<file path="src/rtl/mul_div_unit_pkg.sv">
// Shared definitions for the multiply/divide unit.
// - md_op_e    : operation encodings presented on the 'operation' port
// - md_state_e : sequencer states (IDLE -> CALC -> FINISH -> IDLE)
// - is_signed_op() : true for the two operations that work on signed operands
`timescale 1ns/1ps
package mul_div_unit_pkg;

    typedef enum logic [2:0] {
        MD_MULT  = 3'd0,
        MD_MULTU = 3'd1,
        MD_DIV   = 3'd2,
        MD_DIVU  = 3'd3,
        MD_MTHI  = 3'd4,
        MD_MTLO  = 3'd5
    } md_op_e;

    typedef enum logic [1:0] {
        ST_IDLE   = 2'd0,
        ST_CALC   = 2'd1,
        ST_FINISH = 2'd2
    } md_state_e;

    function automatic logic is_signed_op(input logic [2:0] op);
        return (op == MD_MULT) || (op == MD_DIV);
    endfunction

endpackage

</file>
<file path="src/rtl/mul_div_unit_iter_step.sv">
// One combinational iteration of the multiply/divide datapath.
// Ports:
//   is_div   : 1 = restoring-divide step, 0 = shift-add multiply step
//   acc_in   : mul: {partial product, remaining multiplier bits}
//              div: low half holds the dividend bits still to shift in,
//                   which are progressively replaced by quotient bits
//   rem_in   : div partial remainder (WIDTH+1 bits); passed through for mul
//   operand  : mul multiplicand / div divisor (already made non-negative)
//   acc_out, rem_out : values after this iteration
`timescale 1ns/1ps
module mul_div_unit_iter_step #(
    parameter int WIDTH = 32
) (
    input  logic                 is_div,
    input  logic [2*WIDTH-1:0]   acc_in,
    input  logic [WIDTH:0]       rem_in,
    input  logic [WIDTH-1:0]     operand,
    output logic [2*WIDTH-1:0]   acc_out,
    output logic [WIDTH:0]       rem_out
);

    logic [WIDTH:0] mul_sum;
    logic [WIDTH:0] div_shifted;
    logic [WIDTH:0] div_trial;

    // The multiply adds into the upper half with one extra bit so the carry
    // survives the right shift that follows.
    assign mul_sum     = {1'b0, acc_in[2*WIDTH-1:WIDTH]}
                       + (acc_in[0] ? {1'b0, operand} : {(WIDTH+1){1'b0}});
    // Bring the next dividend bit into the remainder, then try subtracting.
    // A set top bit of the trial means the divisor did not fit (borrow).
    assign div_shifted = {rem_in[WIDTH-1:0], acc_in[WIDTH-1]};
    assign div_trial   = div_shifted - {1'b0, operand};

    always_comb begin
        acc_out = acc_in;
        rem_out = rem_in;
        if (is_div) begin
            if (div_trial[WIDTH]) begin
                rem_out = div_shifted;
                acc_out = {{WIDTH{1'b0}}, acc_in[WIDTH-2:0], 1'b0};
            end else begin
                rem_out = div_trial;
                acc_out = {{WIDTH{1'b0}}, acc_in[WIDTH-2:0], 1'b1};
            end
        end else begin
            acc_out = {mul_sum, acc_in[WIDTH-1:1]};
        end
    end

endmodule

</file>
<file path="src/rtl/mul_div_unit.sv">
// Multi-cycle MIPS multiply/divide unit owning the HI/LO registers.
// Ports:
//   clk, rst_n         : rising-edge clock, asynchronous active-low reset
//   start, operation   : issue strobe and md_op_e code, sampled only in IDLE
//   inputA, inputB     : rs / rt operands
//   cancel             : pipeline flush, aborts any in-flight operation
//   busy               : high while CALC or FINISH
//   done               : one-cycle pulse once hi/lo hold a new result
//   hi, lo             : architectural HI/LO registers
// Signed operations run on magnitudes; signs are re-applied in FINISH.
`timescale 1ns/1ps
module mul_div_unit
    import mul_div_unit_pkg::*;
#(
    parameter int WIDTH = 32
) (
    input  logic              clk,
    input  logic              rst_n,
    input  logic              start,
    input  logic [2:0]        operation,
    input  logic [WIDTH-1:0]  inputA,
    input  logic [WIDTH-1:0]  inputB,
    input  logic              cancel,
    output logic              busy,
    output logic              done,
    output logic [WIDTH-1:0]  hi,
    output logic [WIDTH-1:0]  lo
);

    localparam int CW = $clog2(WIDTH);

    md_state_e           state_q, state_d;
    logic [CW-1:0]       count_q, count_d;
    logic [2*WIDTH-1:0]  acc_q, acc_d;
    logic [WIDTH:0]      rem_q, rem_d;
    logic [WIDTH-1:0]    opnd_q, opnd_d;
    logic                is_div_q, is_div_d;
    logic                neg_q, neg_d;
    logic                a_neg_q, a_neg_d;
    logic                b_zero_q, b_zero_d;
    logic [WIDTH-1:0]    hi_q, hi_d;
    logic [WIDTH-1:0]    lo_q, lo_d;
    logic                done_q, done_d;

    logic                a_neg, b_neg;
    logic [WIDTH-1:0]    abs_a, abs_b;
    logic [2*WIDTH-1:0]  step_acc;
    logic [WIDTH:0]      step_rem;
    logic [2*WIDTH-1:0]  prod_res;
    logic [WIDTH-1:0]    quo_res, rem_res;

    assign a_neg = is_signed_op(operation) & inputA[WIDTH-1];
    assign b_neg = is_signed_op(operation) & inputB[WIDTH-1];
    assign abs_a = a_neg ? (~inputA + 1'b1) : inputA;
    assign abs_b = b_neg ? (~inputB + 1'b1) : inputB;

    mul_div_unit_iter_step #(.WIDTH(WIDTH)) u_step (
        .is_div  (is_div_q),
        .acc_in  (acc_q),
        .rem_in  (rem_q),
        .operand (opnd_q),
        .acc_out (step_acc),
        .rem_out (step_rem)
    );

    // Sign fix-up. A zero divisor forces an all-ones quotient; the remainder
    // path already ends up holding the original dividend in that case.
    assign prod_res = neg_q ? (~acc_q + 1'b1) : acc_q;
    assign quo_res  = b_zero_q ? {WIDTH{1'b1}}
                    : (neg_q ? (~acc_q[WIDTH-1:0] + 1'b1) : acc_q[WIDTH-1:0]);
    assign rem_res  = a_neg_q ? (~rem_q[WIDTH-1:0] + 1'b1) : rem_q[WIDTH-1:0];

    always_comb begin
        state_d  = state_q;
        count_d  = count_q;
        acc_d    = acc_q;
        rem_d    = rem_q;
        opnd_d   = opnd_q;
        is_div_d = is_div_q;
        neg_d    = neg_q;
        a_neg_d  = a_neg_q;
        b_zero_d = b_zero_q;
        hi_d     = hi_q;
        lo_d     = lo_q;
        done_d   = 1'b0;
        unique case (state_q)
            ST_IDLE: begin
                // cancel wins over anything issued in the same cycle
                if (start && !cancel) begin
                    case (operation)
                        MD_MULT, MD_MULTU, MD_DIV, MD_DIVU: begin
                            state_d  = ST_CALC;
                            count_d  = '0;
                            is_div_d = (operation == MD_DIV) || (operation == MD_DIVU);
                            neg_d    = a_neg ^ b_neg;
                            a_neg_d  = a_neg;
                            b_zero_d = (inputB == '0);
                            rem_d    = '0;
                            if ((operation == MD_DIV) || (operation == MD_DIVU)) begin
                                opnd_d = abs_b;
                                acc_d  = {{WIDTH{1'b0}}, abs_a};
                            end else begin
                                opnd_d = abs_a;
                                acc_d  = {{WIDTH{1'b0}}, abs_b};
                            end
                        end
                        MD_MTHI: hi_d = inputA;
                        MD_MTLO: lo_d = inputA;
                        default: ;
                    endcase
                end
            end
            ST_CALC: begin
                if (cancel) begin
                    state_d = ST_IDLE;
                end else begin
                    acc_d   = step_acc;
                    rem_d   = step_rem;
                    count_d = count_q + 1'b1;
                    if (count_q == CW'(WIDTH-1)) begin
                        state_d = ST_FINISH;
                    end
                end
            end
            ST_FINISH: begin
                state_d = ST_IDLE;
                if (!cancel) begin
                    done_d = 1'b1;
                    if (is_div_q) begin
                        hi_d = rem_res;
                        lo_d = quo_res;
                    end else begin
                        hi_d = prod_res[2*WIDTH-1:WIDTH];
                        lo_d = prod_res[WIDTH-1:0];
                    end
                end
            end
            default: state_d = ST_IDLE;
        endcase
    end

    always_ff @(posedge clk or negedge rst_n) begin
        if (!rst_n) begin
            state_q  <= ST_IDLE;
            count_q  <= '0;
            acc_q    <= '0;
            rem_q    <= '0;
            opnd_q   <= '0;
            is_div_q <= 1'b0;
            neg_q    <= 1'b0;
            a_neg_q  <= 1'b0;
            b_zero_q <= 1'b0;
            hi_q     <= '0;
            lo_q     <= '0;
            done_q   <= 1'b0;
        end else begin
            state_q  <= state_d;
            count_q  <= count_d;
            acc_q    <= acc_d;
            rem_q    <= rem_d;
            opnd_q   <= opnd_d;
            is_div_q <= is_div_d;
            neg_q    <= neg_d;
            a_neg_q  <= a_neg_d;
            b_zero_q <= b_zero_d;
            hi_q     <= hi_d;
            lo_q     <= lo_d;
            done_q   <= done_d;
        end
    end

    assign busy = (state_q != ST_IDLE);
    assign done = done_q;
    assign hi   = hi_q;
    assign lo   = lo_q;

endmodule
</file>
<file path="config.mk">
export PLATFORM = sky130hd
export DESIGN_NAME = mul_div_unit
export DESIGN_NICKNAME = d
export VERILOG_FILES = /design/src/rtl/mul_div_unit_pkg.sv /design/src/rtl/mul_div_unit_iter_step.sv /design/src/rtl/mul_div_unit.sv
export SDC_FILE = /design/constraint.sdc
export NUM_CORES = 1
export LEC_CHECK = 0
export BUFFER_PORTS_ARGS = -buffer_cell sky130_fd_sc_hd__buf_2
export CAP_MARGIN = 20
export CORE_MARGIN = 3
export CORE_UTILIZATION = 40
export DETAILED_ROUTE_END_ITERATION = 10
export PLACE_DENSITY_LB_ADDON = 0.1
export SLEW_MARGIN = 20
export SYNTH_ARGS = -nofsm -noshare
export SYNTH_HDL_FRONTEND = slang
export SYNTH_SLANG_ARGS = --single-unit
</file>
<file path="constraint.sdc">
create_clock -name clk -period 6.1 [get_ports clk]
set_clock_uncertainty 0.05 [all_clocks]
set_input_delay 0.915 -clock clk [delete_from_list [all_inputs] [get_ports clk]]
set_output_delay 0.915 -clock clk [all_outputs]
set_load 0.01 [all_outputs]
</file>
== After elaboration in Yosys (flattened, before gate mapping) ==
Index checks and enable logic that the tools add are counted.
Operators by class
  add/subtract/negate cells: 8
  equality and inequality tests: 16
  muxes and demuxes: 42
  bitwise logic cells: 8
  reductions and logical operators: 17
Operator list (count)
  $mux 32: 21
  $mux 64: 5
  $pmux 32 s2: 3
  $add 32x1->32 const B: 4
  $not 32->32: 4
  $pmux 64 s2: 1
  $add 64x1->64 const B: 1
  $not 64->64: 1
  $add 32x33->33: 1
  $sub 33x32->33: 1
  $logic_not 32->1: 1
  $mux 5: 3
  $reduce_and 4->1: 3
  $pmux 5 s2: 1
  $mux 2: 4
  $ne 2x2->1 const B: 4
  $eq 3x2->1 const B: 2
  $eq 3x3->1 const B: 2
  $ne 2x1->1 const B: 3
  $reduce_and 3->1: 2
  $reduce_bool 2->1: 3
  $add 5x1->5 const B: 1
  $eq 5x5->1 const B: 1
  $reduce_and 5->1: 1
  14 further kinds: 18
Word-level totals
  register bits: 204
  input port bits: 71
  output and inout port bits: 66

== Logic depth before layout (Yosys ltp) ==
Gate-level depths: netlist of run 1.
  word-level depth: 8
  depth in mapped cells: 16

== By module ==
From an unflattened synthesis of run 1, not the netlist that was laid out.
Second synthesis, totals
  cell total of the unflattened synthesis: 2338
  area total of the unflattened synthesis: 17879.6 um^2
Modules (own cells, without submodules)
  mul_div_unit: instances 1, cells an instance 1602, area each 12983.7 um^2
  mul_div_unit_iter_step: instances 1, cells an instance 736, area each 4895.9 um^2

== Worst setup path after synthesis of run 1 ==
No wires, ideal clock.
  path type: reg2reg
  start: register acc_q[31]
  end: register rem_q[5]
  arrival: 3712 ps
  data required time: 5915 ps
  setup slack: 2204 ps
  cell stages (with the launch flop): 17
  buffers on the path: 3
  period minus slack after synthesis: 3896 ps
  cells stage by stage: dfrtp_1 clkbuf_1 inv_1 ha_1 fa_1 nand2b_1 a21oi_1 o31a_1 a21oi_1 a211oi_1 nor2_1 a31o_2 a211oi_1 clkbuf_1 buf_1 mux2i_1 o21ai_0
Between the ends
  word-level cells in the longest chain between the ends: 5
Ends and longest elaborated chain
  start, declared: line mul_div_unit.sv:34  | logic [2*WIDTH-1:0] acc_q, acc_d;
  start signal, assigned: line mul_div_unit.sv:146  | acc_q <= '0;
  start signal, assigned: line mul_div_unit.sv:159  | acc_q <= acc_d;
  $sub 33x32->33: line mul_div_unit_iter_step.sv:33  | assign div_trial = div_shifted - {1'b0, operand};
  $mux 32: line mul_div_unit_iter_step.sv:39  | if (div_trial[WIDTH]) begin
  $mux 32: line mul_div_unit_iter_step.sv:38  | if (is_div) begin
  $mux 32: line mul_div_unit.sv:114  | if (cancel) begin
  $pmux 32 s2: line mul_div_unit.sv:86  | unique case (state_q)
  end signal, assigned: line mul_div_unit.sv:160  | rem_q <= rem_d;
  end, declared: line mul_div_unit.sv:35  | logic [WIDTH:0] rem_q, rem_d;
Every way passes these cells. The select of a mux whose other input is x is not followed.
A chain may end at the register's enable or synchronous reset.

== Worst setup path after layout of run 1 ==
  start: register acc_q[0]
  end: register acc_q[62]
Between the ends
  word-level cells in the longest chain between the ends: 5
Ends and longest elaborated chain
  $mux 32: line mul_div_unit_iter_step.sv:29  | + (acc_in[0] ? {1'b0, operand} : {(WIDTH+1){1'b0}});
  $add 32x33->33: line mul_div_unit_iter_step.sv:29
  $mux 64: line mul_div_unit_iter_step.sv:38
  $mux 64: line mul_div_unit.sv:114
  $pmux 64 s2: line mul_div_unit.sv:86
Every way passes these cells. The select of a mux whose other input is x is not followed.

==> results_tabular.tex, run 1 <==
\begin{tabular}{lr}
\hline
Metric & Value \\
\hline
\multicolumn{2}{l}{\textbf{Cells and area}} \\
\quad Total of fill cells in the finished design & 4017 \\
\quad Non-filler instance count after layout & 2678 \\
\quad Count of inserted antenna diode cells & 0 \\
\quad Number of nets in the finished design & 2279 \\
\quad Multi-input gate area & 0.0105 mm\^{}2 \\
\quad Register cell area after layout & 0.00511 mm\^{}2 \\
\quad Share of final-layout standard cells stronger than drive strength 1 & 0.108 \\
\quad Layout overhead on the synthesized area & 11.4\% \\
\multicolumn{2}{l}{\textbf{Routing}} \\
\quad Total Wirelength & 59.9 mm \\
\quad Via count & 15600 \\
\quad Pre-Repair DR Iteration Count & 5 \\
\quad Detail-routed net length per standard cell & 22.4 um \\
\quad Average via count per standard cell & 5.82 \\
\quad Detail Route Antenna Nets & 0 \\
\quad Number of DRC violations after detailed routing & 0 \\
\quad First DRT Iteration DRCs & 1824 \\
\multicolumn{2}{l}{\textbf{STA}} \\
\quad Hold WS & 420 ps \\
\quad Final Critical Period & 4620 ps \\
\quad Final setup violation count & 0 \\
\quad Hold Fails Final Rpt & 0 \\
\quad Max-slew violation total from the final report & 0 \\
\quad Portion of the clock cycle consumed by the worst path in the final layout & 0.757 \\
\quad Worst slew pin tran & 1060 ps \\
\quad Unrepaired setup endpoints after global routing & false \\
\quad Maximum clock rate & 217 MHz \\
\quad Total Negative Setup Slacks & 0 ps \\
\quad Worst slew slack as a fraction of its limit & 0.294 \\
\multicolumn{2}{l}{\textbf{Logic synthesis}} \\
\quad Number of storage elements in the synthesis netlist & 204 \\
\quad Per-instance average area after synthesis & 7.81 um\^{}2 \\
\quad Main synth FF type & sky130\_fd\_sc\_hd\_\_dfrtp\_1 \\
\quad Portion of synthesized cell area occupied by the leading cell type & 0.314 \\
\quad Leading cell type by number of instances after synthesis & sky130\_fd\_sc\_hd\_\_nand2\_1 \\
\quad Leading cell types by total area after synthesis & sky130\_fd\_sc\_hd\_\_dfrtp\_1 31\%, sky130\_fd\_sc\_hd\_\_o21ai\_0 7.6\%, sky130\_fd\_sc\_hd\_\_nand2\_1 6.5\%, sky130\_fd\_sc\_hd\_\_xnor2\_1 6.4\%, sky130\_fd\_sc\_hd\_\_ha\_1 5.4\% \\
\quad Cell Area, Synth & 0.0163 mm\^{}2 \\
\quad Cell accounting for the most synthesized area & sky130\_fd\_sc\_hd\_\_dfrtp\_1 \\
\quad EDFF count, synth & 0 \\
\quad Net Count, Synth & 2225 \\
\quad Number of distinct standard cells referenced by the synthesized netlist & 63 \\
\quad Yosys warns & 0 \\
\quad Share of synthesized area occupied by flip-flops and latches & 0.314 \\
\quad Async set-reset flop share out of synthesis & 1.00 \\
\quad Leading cell types by count after synthesis & 283 x sky130\_fd\_sc\_hd\_\_nand2\_1, 246 x sky130\_fd\_sc\_hd\_\_o21ai\_0, 204 x sky130\_fd\_sc\_hd\_\_dfrtp\_1 \\
\quad Post-synthesis instance total & 2082 \\
\multicolumn{2}{l}{\textbf{Critical path}} \\
\quad WP data arrival & 4950 ps \\
\quad Most common cell on crit path & sky130\_fd\_sc\_hd\_\_o21ai\_0 \\
\quad R2r worst-path depth & 13 \\
\quad Category of the critical setup timing path & reg -> reg \\
\quad Sort of element at the start of the critical path & flip-flop \\
\quad Reg-to-reg slack, setup & 1480 ps \\
\quad Req. time, crit path & 6430 ps \\
\quad Number of buffer and inverter stages on the critical path & 1 \\
\quad Worst path depth & 13 \\
\quad Family of cells with the greatest summed delay on the critical path & compound AO/OA/AOI/OAI gates \\
\quad Type of destination of the critical path & flip-flop \\
\quad Capturing point of the worst reg2reg path & acc\_q[62]\$\_DFFE\_PN0P\_ \\
\quad Cells along the critical path & inv\_1 > nor2\_1 > ha\_1 > o21ai\_0 > o21ai\_0 > nand3\_1 > a2111oi\_0 > a211oi\_1 > o311ai\_0 > o21ai\_0 > o21ai\_0 > xnor2\_1 > o21ai\_0 \\
\quad Slowest stage cell on the critical path & sky130\_fd\_sc\_hd\_\_inv\_1 \\
\quad Maximum cell stage delay along the critical path & 770 ps \\
\quad Top fanout value on the critical path & 31 \\
\quad Beginning of the worst register-to-register path & acc\_q[0]\$\_DFFE\_PN0P\_ \\
\multicolumn{2}{l}{\textbf{GRT}} \\
\quad Antenna violations before repair & 0 \\
\quad Residual overflow from global routing & 0 \\
\quad Global-route wire length before repair & 91.1 mm \\
\quad Total routing usage reported by global routing & 0.269 \\
\quad Vias in the first global route & 14500 \\
\quad Largest net degree at the start of global routing & 112 \\
\multicolumn{2}{l}{\textbf{Placement}} \\
\quad IO Port Bufs & 136 \\
\quad Number of cells after detailed placement & 2634 \\
\quad Detail Placement HPWL & 46.6 mm \\
\quad Weighted congestion at the end of routability-driven global placement & 0.937 \\
\multicolumn{2}{l}{\textbf{Run}} \\
\quad Number of max-capacitance violations reported & 0 \\
\multicolumn{2}{l}{\textbf{Clock tree}} \\
\quad Sink Count & 204 \\
\quad Number of buffers created by CTS & 25 \\
\quad Clock transition at path regs & 60 ps \\
\quad Clock network latency to the later pin of the worst-skew pair & 550 ps \\
\quad Buffer count from post-CTS setup fixing & 0 \\
\quad H-tree depth reported by CTS & 1 \\
\quad Number of gates given a new drive strength after cts & 0 \\
\quad Total of hold buffers inserted after clock tree synthesis & 0 \\
\quad CTS tree & yes \\
\quad Root cell of the clock tree & sky130\_fd\_sc\_hd\_\_clkbuf\_16 \\
\quad Bufs on Longest Clock Path & 3 \\
\multicolumn{2}{l}{\textbf{Pwr}} \\
\quad Pwr dens & 398 mW/mm\^{}2 \\
\quad Leakage power & 0.00819 uW \\
\quad Max rail drop VDD & 212 uV \\
\multicolumn{2}{l}{\textbf{Worst hold path}} \\
\quad Hold EP & lo[19]\$\_DFFE\_PN0P\_ \\
\quad HP Class & reg -> reg \\
\quad Min-Delay Path Depth & 2 \\
\quad Min-Delay Startpoint & lo[19]\$\_DFFE\_PN0P\_ \\
\multicolumn{2}{l}{\textbf{Die}} \\
\quad Die H & 208 um \\
\quad Floorplan die width & 208 um \\
\quad Core area & 0.0399 mm\^{}2 \\
\quad Number of top-level design ports & 137 \\
\quad Initial standard-cell utilization of the core & 0.407 \\
\quad Die Outline Area & 0.0431 mm\^{}2 \\
\quad Number of rows created at floorplan & 73 \\
\multicolumn{2}{l}{\textbf{Run status}} \\
\quad Status & finished clean \\
\hline
\end{tabular}
[tightest hold or removal path, stage by stage (launching register included)]
cell	delay [ps]
sky130_fd_sc_hd__dfrtp_1	330
sky130_fd_sc_hd__nand2_1	50
sky130_fd_sc_hd__o21ai_0	60
[registers in the layout, indices dropped and copies added (netlist names)]
| name | cells |
|---|---|
| is_div_q | 1 |
| state_q | 2 |
| a_neg_q | 1 |
| acc_q | 64 |
| lo | 32 |
| opnd_q | 32 |
| neg_q | 1 |
| done | 1 |
| count_q | 5 |
| hi | 32 |
| b_zero_q | 1 |
| rem_q | 32 |
[worst max-delay path by stage]
stage                                 end  slack (ps)             startpoint
finish              acc_q[62]$_DFFE_PN0P_        1480   acc_q[0]$_DFFE_PN0P_
global placement    acc_q[62]$_DFFE_PN0P_        1650   acc_q[0]$_DFFE_PN0P_
CTS                 acc_q[62]$_DFFE_PN0P_        1570   acc_q[0]$_DFFE_PN0P_
global route        acc_q[62]$_DFFE_PN0P_        1160   acc_q[0]$_DFFE_PN0P_
detailed placement  acc_q[62]$_DFFE_PN0P_        1570   acc_q[0]$_DFFE_PN0P_
floorplan            rem_q[5]$_DFFE_PN0P_        2200  acc_q[31]$_DFFE_PN0P_
[per-layer routing]
layer  global-route usage  part of all wire  up-vias
li1                     -                 -     7487
met3               0.0461             0.084       74
met4               0.0693             0.027        0
met5                    0                 0        -
met1                0.414              0.48     7418
met2                0.388              0.41      605
[cell usage in the layout, fill, tap and decap left out, drive strengths merged, types with 4 or more instances in the layout]
cell       n
nand2    283
o21ai    250
dfrtp    204
nor2     192
a21oi    167
buf      152
xnor2    118
xor2      89
ha        70
mux2i     66
inv       60
o31ai     52
clkbuf    40
nor3      37
a21o      36
o22ai     35
nand3     30
or3       29
or4       27
o41ai     22
nand2b    19
a211oi    18
or2       17
o211ai    13
nor2b     13
a31oi     12
and2      11
nand4      9
o21bai     9
nor4       8
o21a       7
and3       6
a22o       5
mux2       5
a221o      4
a32oi      4
a2111oi    4
clkinv     4
[power breakdown]
group	switching (uW)	internal, uW
registers	664	1770
logic	2000	1300
clock network	614	867
[cells by family after synthesis]
group	Yosys count	share of synthesized area
adders and majority gates	72	0.0563
muxes	71	0.0441
DFF	204	0.314
buffers and inverters	186	0.0433
and+or+nand+nor	688	0.190
xor gates and xnor gates	207	0.112
AOI/OAI and AO/OA	654	0.240
[through the flow]
step                utilization  setup slack, ps  power, uW  cell area, um^2
floorplan                     -             2200       4550            16300
global placement          0.434             1650       5660            17300
detailed placement        0.434             1570       5690            17300
CTS                       0.454             1570       7180            18100
global route              0.454             1160       7720            18100
finish                    0.454             1480       7210            18100
[cell type report]
class	instances	area share
Clock buffer	39	0.0408
Clock inverter	5	0.00297
Inverter	60	0.0124
Multi-Input combinational cell	1692	0.580
Sequential cell	204	0.282
Tap cell	525	0.0363
Timing Repair Buffer	153	0.0458
(Power assumes the default switching activity.)
==> run 2, diff against run 1 <==
--- a/config.mk
+++ b/config.mk
@@ -5,6 +5,7 @@
 export SDC_FILE = /design/constraint.sdc
 export NUM_CORES = 1
 export LEC_CHECK = 0
+export ABC_AREA = 1
 export BUFFER_PORTS_ARGS = -buffer_cell sky130_fd_sc_hd__buf_2
 export CAP_MARGIN = 20
 export CORE_MARGIN = 3
==> constraint.sdc (replaced) <==
create_clock -name clk -period 4.2 [get_ports clk]
set_clock_uncertainty 0.05 [all_clocks]
set_input_delay 0.63 -clock clk [delete_from_list [all_inputs] [get_ports clk]]
set_output_delay 0.63 -clock clk [all_outputs]
set_load 0.01 [all_outputs]
==> run 2 against run 1 <==
Via count rose by 47%. Synthesized cell count rose by 58%. Sequential power rose by 15%. Global-route usage rose by 8.4 points. Combinational power fell by 6%. Hold slack got worse by 410 ps. Final area rose by 18%. Non-clock buffer count rose by 14. Utilization rose by 0.23 points. Area after synthesis rose by 19%. Largest power group unchanged.
==> results_tabular.tex, run 2 <==
\begin{tabular}{lr}
\hline
Metric & Value \\
\hline
\multicolumn{2}{l}{\textbf{Routing}} \\
\quad First DRT Iteration DRCs & 2644 (+45\%) \\
\quad Via count & 22900 (+47\%) \\
\quad Average via count per standard cell & 5.73 (-1.5\%) \\
\quad Total Wirelength & 92.0 mm (+54\%) \\
\quad Pre-Repair DR Iteration Count & 7 (+2) \\
\quad Detail-routed net length per standard cell & 23.0 um (+2.7\%) \\
\quad Number of DRC violations after detailed routing & 0 (unchanged) \\
\quad Detail Route Antenna Nets & 0 (unchanged) \\
\multicolumn{2}{l}{\textbf{Worst hold path}} \\
\quad HP Class & in -> async \\
\multicolumn{2}{l}{\textbf{Clock tree}} \\
\quad Clock transition at path regs & 60 ps (about the same) \\
\quad Sink Count & 204 (unchanged) \\
\quad Total of hold buffers inserted after clock tree synthesis & 0 (unchanged) \\
\quad Root cell of the clock tree & sky130\_fd\_sc\_hd\_\_clkbuf\_16 \\
\quad Number of gates given a new drive strength after cts & 0 (unchanged) \\
\quad Bufs on Longest Clock Path & 3 (unchanged) \\
\quad Clock network latency to the later pin of the worst-skew pair & 580 ps (+30 ps) \\
\quad H-tree depth reported by CTS & 1 (unchanged) \\
\quad CTS tree & yes \\
\quad Buffer count from post-CTS setup fixing & 0 (unchanged) \\
\quad Number of buffers created by CTS & 27 (+8.0\%) \\
\multicolumn{2}{l}{\textbf{STA}} \\
\quad Worst Slack Setup Final & 862 ps (-620 ps) \\
\quad Max-slew violation total from the final report & 0 (unchanged) \\
\quad Total Negative Setup Slacks & 0 ps (unchanged) \\
\quad Worst slew slack as a fraction of its limit & 0.315 (+0.0210) \\
\quad Final Critical Period & 3340 ps (-1280 ps) \\
\quad Final setup violation count & 0 (unchanged) \\
\quad Hold WS & 12.3 ps (-408 ps) \\
\quad Maximum clock rate & 300 MHz (+38\%) \\
\quad Unrepaired setup endpoints after global routing & false \\
\quad Portion of the clock cycle consumed by the worst path in the final layout & 0.795 (+0.0378) \\
\quad Worst slew pin tran & 1020 ps (-42.2 ps) \\
\quad Hold Fails Final Rpt & 0 (unchanged) \\
\multicolumn{2}{l}{\textbf{Logic synthesis}} \\
\quad Post-synthesis instance total & 3288 (+58\%) \\
\quad Yosys warns & 0 (unchanged) \\
\quad Async set-reset flop share out of synthesis & 1.00 (unchanged) \\
\quad Leading cell types by count after synthesis & 977 x sky130\_fd\_sc\_hd\_\_nand2\_1, 537 x sky130\_fd\_sc\_hd\_\_nor2\_1, 337 x sky130\_fd\_sc\_hd\_\_inv\_1 \\
\quad Leading cell types by total area after synthesis & sky130\_fd\_sc\_hd\_\_dfrtp\_1 26\%, sky130\_fd\_sc\_hd\_\_nand2\_1 19\%, sky130\_fd\_sc\_hd\_\_nor2\_1 10\%, sky130\_fd\_sc\_hd\_\_nand3\_1 8.1\%, sky130\_fd\_sc\_hd\_\_inv\_1 6.6\% \\
\quad Portion of synthesized cell area occupied by the leading cell type & 0.265 (-0.0492) \\
\quad Cell accounting for the most synthesized area & sky130\_fd\_sc\_hd\_\_dfrtp\_1 \\
\quad Per-instance average area after synthesis & 5.86 um\^{}2 (-25\%) \\
\quad Share of synthesized area occupied by flip-flops and latches & 0.265 (-0.0492) \\
\quad Cell Area, Synth & 0.0193 mm\^{}2 (+19\%) \\
\quad Main synth FF type & sky130\_fd\_sc\_hd\_\_dfrtp\_1 \\
\quad Net Count, Synth & 3431 (+54\%) \\
\quad Number of storage elements in the synthesis netlist & 204 (unchanged) \\
\quad EDFF count, synth & 0 (unchanged) \\
\quad Leading cell type by number of instances after synthesis & sky130\_fd\_sc\_hd\_\_nand2\_1 \\
\quad Number of distinct standard cells referenced by the synthesized netlist & 46 (-27\%) \\
\multicolumn{2}{l}{\textbf{GRT}} \\
\quad GR Layer Usage met2 & 0.533 (+0.145) \\
\quad Met1 track demand over resource in global routing & 0.509 (+0.0953) \\
\quad Met3 track demand over resource in global routing & 0.0542 (+0.00809) \\
\quad Largest net degree at the start of global routing & 98 (-13\%) \\
\quad Most used routing layer in global routing & met2 \\
\quad Vias in the first global route & 21100 (+46\%) \\
\quad Antenna violations before repair & 5 (+5) \\
\quad Global-route wire length before repair & 135 mm (+49\%) \\
\quad Total routing usage reported by global routing & 0.353 (+0.0841) \\
\quad Residual overflow from global routing & 0 (unchanged) \\
\multicolumn{2}{l}{\textbf{Cells and area}} \\
\quad Most flop-heavy register & acc\_q \\
\quad Share of final-layout standard cells stronger than drive strength 1 & 0.0745 (-0.0337) \\
\quad Count of inserted antenna diode cells & 0 (unchanged) \\
\quad Final standard cell area without fillers & 0.0215 mm\^{}2 (+18\%) \\
\quad Number of nets in the finished design & 3518 (+54\%) \\
\quad Layout overhead on the synthesized area & 11.3\% (about the same) \\
\quad Flip-flop count of the largest register, all copies and words added & 64 (unchanged) \\
\quad Commonest cells after routing, fill and taps aside & 977 x sky130\_fd\_sc\_hd\_\_nand2\_1, 535 x sky130\_fd\_sc\_hd\_\_nor2\_1, 336 x sky130\_fd\_sc\_hd\_\_inv\_1 \\
\quad Final design utilization & 0.456 (+0.00229) \\
\quad Total of fill cells in the finished design & 5111 (+27\%) \\
\quad Most common cell after layout, fill and taps aside & sky130\_fd\_sc\_hd\_\_nand2\_1 \\
\multicolumn{2}{l}{\textbf{Placement}} \\
\quad Worst setup timing slack at the placement stage & 982 ps (-592 ps) \\
\quad Weighted congestion at the end of routability-driven global placement & 0.993 (+6.1\%) \\
\quad Area after detailed placement & 0.0205 mm\^{}2 (+18\%) \\
\quad IO Port Bufs & 136 (unchanged) \\
\quad Detail Placement HPWL & 74.7 mm (+60\%) \\
\multicolumn{2}{l}{\textbf{Run}} \\
\quad Number of max-capacitance violations reported & 0 (unchanged) \\
\multicolumn{2}{l}{\textbf{Critical path}} \\
\quad Capturing point of the worst reg2reg path & rem\_q[21]\$\_DFFE\_PN0P\_ \\
\quad Type of destination of the critical path & flip-flop \\
\quad WP data arrival & 3730 ps (-1220 ps) \\
\quad Reg-to-reg slack, setup & 860 ps (-620 ps) \\
\quad Sort of element at the start of the critical path & flip-flop \\
\quad Beginning of the worst register-to-register path & acc\_q[31]\$\_DFFE\_PN0P\_ \\
\quad Top fanout value on the critical path & 33 (+6.5\%) \\
\quad Worst Setup EP & rem\_q[21]\$\_DFFE\_PN0P\_ \\
\quad R2r worst-path depth & 17 (+4) \\
\quad Beginning of the critical path & acc\_q[31]\$\_DFFE\_PN0P\_ \\
\quad Category of the critical setup timing path & reg -> reg \\
\quad Req. time, crit path & 4590 ps (-1840 ps) \\
\multicolumn{2}{l}{\textbf{Die}} \\
\quad Number of top-level design ports & 137 (unchanged) \\
\quad Core area & 0.0471 mm\^{}2 (+18\%) \\
\quad Die Outline Area & 0.0509 mm\^{}2 (+18\%) \\
\quad Number of rows created at floorplan & 79 (+8.2\%) \\
\quad Floorplan die width & 226 um (+8.6\%) \\
\quad Initial standard-cell utilization of the core & 0.410 (+0.00245) \\
\quad Die H & 226 um (+8.6\%) \\
\multicolumn{2}{l}{\textbf{Pwr}} \\
\quad Leakage power & 0.0112 uW (+37\%) \\
\quad Pwr dens & 388 mW/mm\^{}2 (-2.5\%) \\
\quad Max rail drop VDD & 302 uV (+42\%) \\
\multicolumn{2}{l}{\textbf{Run status}} \\
\quad Status & finished clean \\
\hline
\end{tabular}
-- run 2: changes by cell type after synthesis, sizes merged, moves of 48 or more --
cell and delta:
clkbuf -48, inv +286, nand2 +698, xnor2 -98, mux2i -66, xor2 -57
nand3 +281, nor2 +351, o31ai -49, a21oi +71
-- run 2: cell families (layout without fill, tap and decap cells) --
group / after synthesis / after routing / share of synthesized area
buffers and inverters: 458 / 566 / 0.0924
AO/OA/AOI/OAI: 562 / 562 / 0.159
AND/OR/NAND/NOR: 1940 / 1940 / 0.412
XOR/XNOR: 52 / 52 / 0.0236
flip-flops: 204 / 204 / 0.265
adder cells (fa/ha/maj): 72 / 72 / 0.0475
-- run 2: critical path: stages, from the launching register on --
cell and delay (ps):
sky130_fd_sc_hd__dfrtp_1 430, sky130_fd_sc_hd__inv_1 130, sky130_fd_sc_hd__ha_1 270, sky130_fd_sc_hd__fa_1 430, sky130_fd_sc_hd__inv_1 110, sky130_fd_sc_hd__nand2_1 80
sky130_fd_sc_hd__o21ai_2 190, sky130_fd_sc_hd__nand2_1 70, sky130_fd_sc_hd__nand2_1 120, sky130_fd_sc_hd__nand2_1 70, sky130_fd_sc_hd__nand2_1 150, sky130_fd_sc_hd__nand2_1 120
sky130_fd_sc_hd__nand2_1 100, sky130_fd_sc_hd__nand2_1 60, sky130_fd_sc_hd__nand2_2 510, sky130_fd_sc_hd__nand2_1 140, sky130_fd_sc_hd__nand3_1 120, sky130_fd_sc_hd__nand2_1 70
-- run 2: layout make-up --
type	instances	area, um^2	area share
Clock buffer	38	757	0.0353
Clock inverter	12	161	0.00752
Inverter	349	1310	0.0610
Multi-Input combinational cell	2626	12400	0.578
Sequential cell	204	5110	0.238
Tap cell	607	759	0.0354
Timing Repair Buffer	167	956	0.0445
-- run 2: power breakdown --
| group | switching, uW | total (uW) | internal [uW] |
|---|---|---|---|
| registers | 460 | 2790 | 2330 |
| logic | 2150 | 3110 | 959 |
| clock network | 982 | 2430 | 1450 |
| total | 3590 | 8330 | 4730 |
-- run 2: worst min-delay path by stage --
stage	cells past startpoint	slack [ps]	end
2_1_floorplan	0	280	a_neg_q$_DFFE_PN0P_
3_3_place_gp	2	410	lo[29]$_DFFE_PN0P_
3_5_place_dp	2	420	lo[19]$_DFFE_PN0P_
4_1_cts	1	30	acc_q[58]$_DFFE_PN0P_
5_1_grt	1	80	acc_q[58]$_DFFE_PN0P_
6_report	1	10	acc_q[58]$_DFFE_PN0P_
-- run 2: stage by stage --
step	cells	power [uW]
2_1_floorplan	3288	4520
3_3_place_gp	3952	5830
3_5_place_dp	3952	5830
4_1_cts	4002	8260
5_1_grt	4003	8750
6_report	4003	8330
-- run 2: layer usage --
layer	vias to the layer above	wire, um
li1	10900	-
met1	10800	40900
met2	1084	39500
met3	166	7630
met4	6	3970
met5	-	35
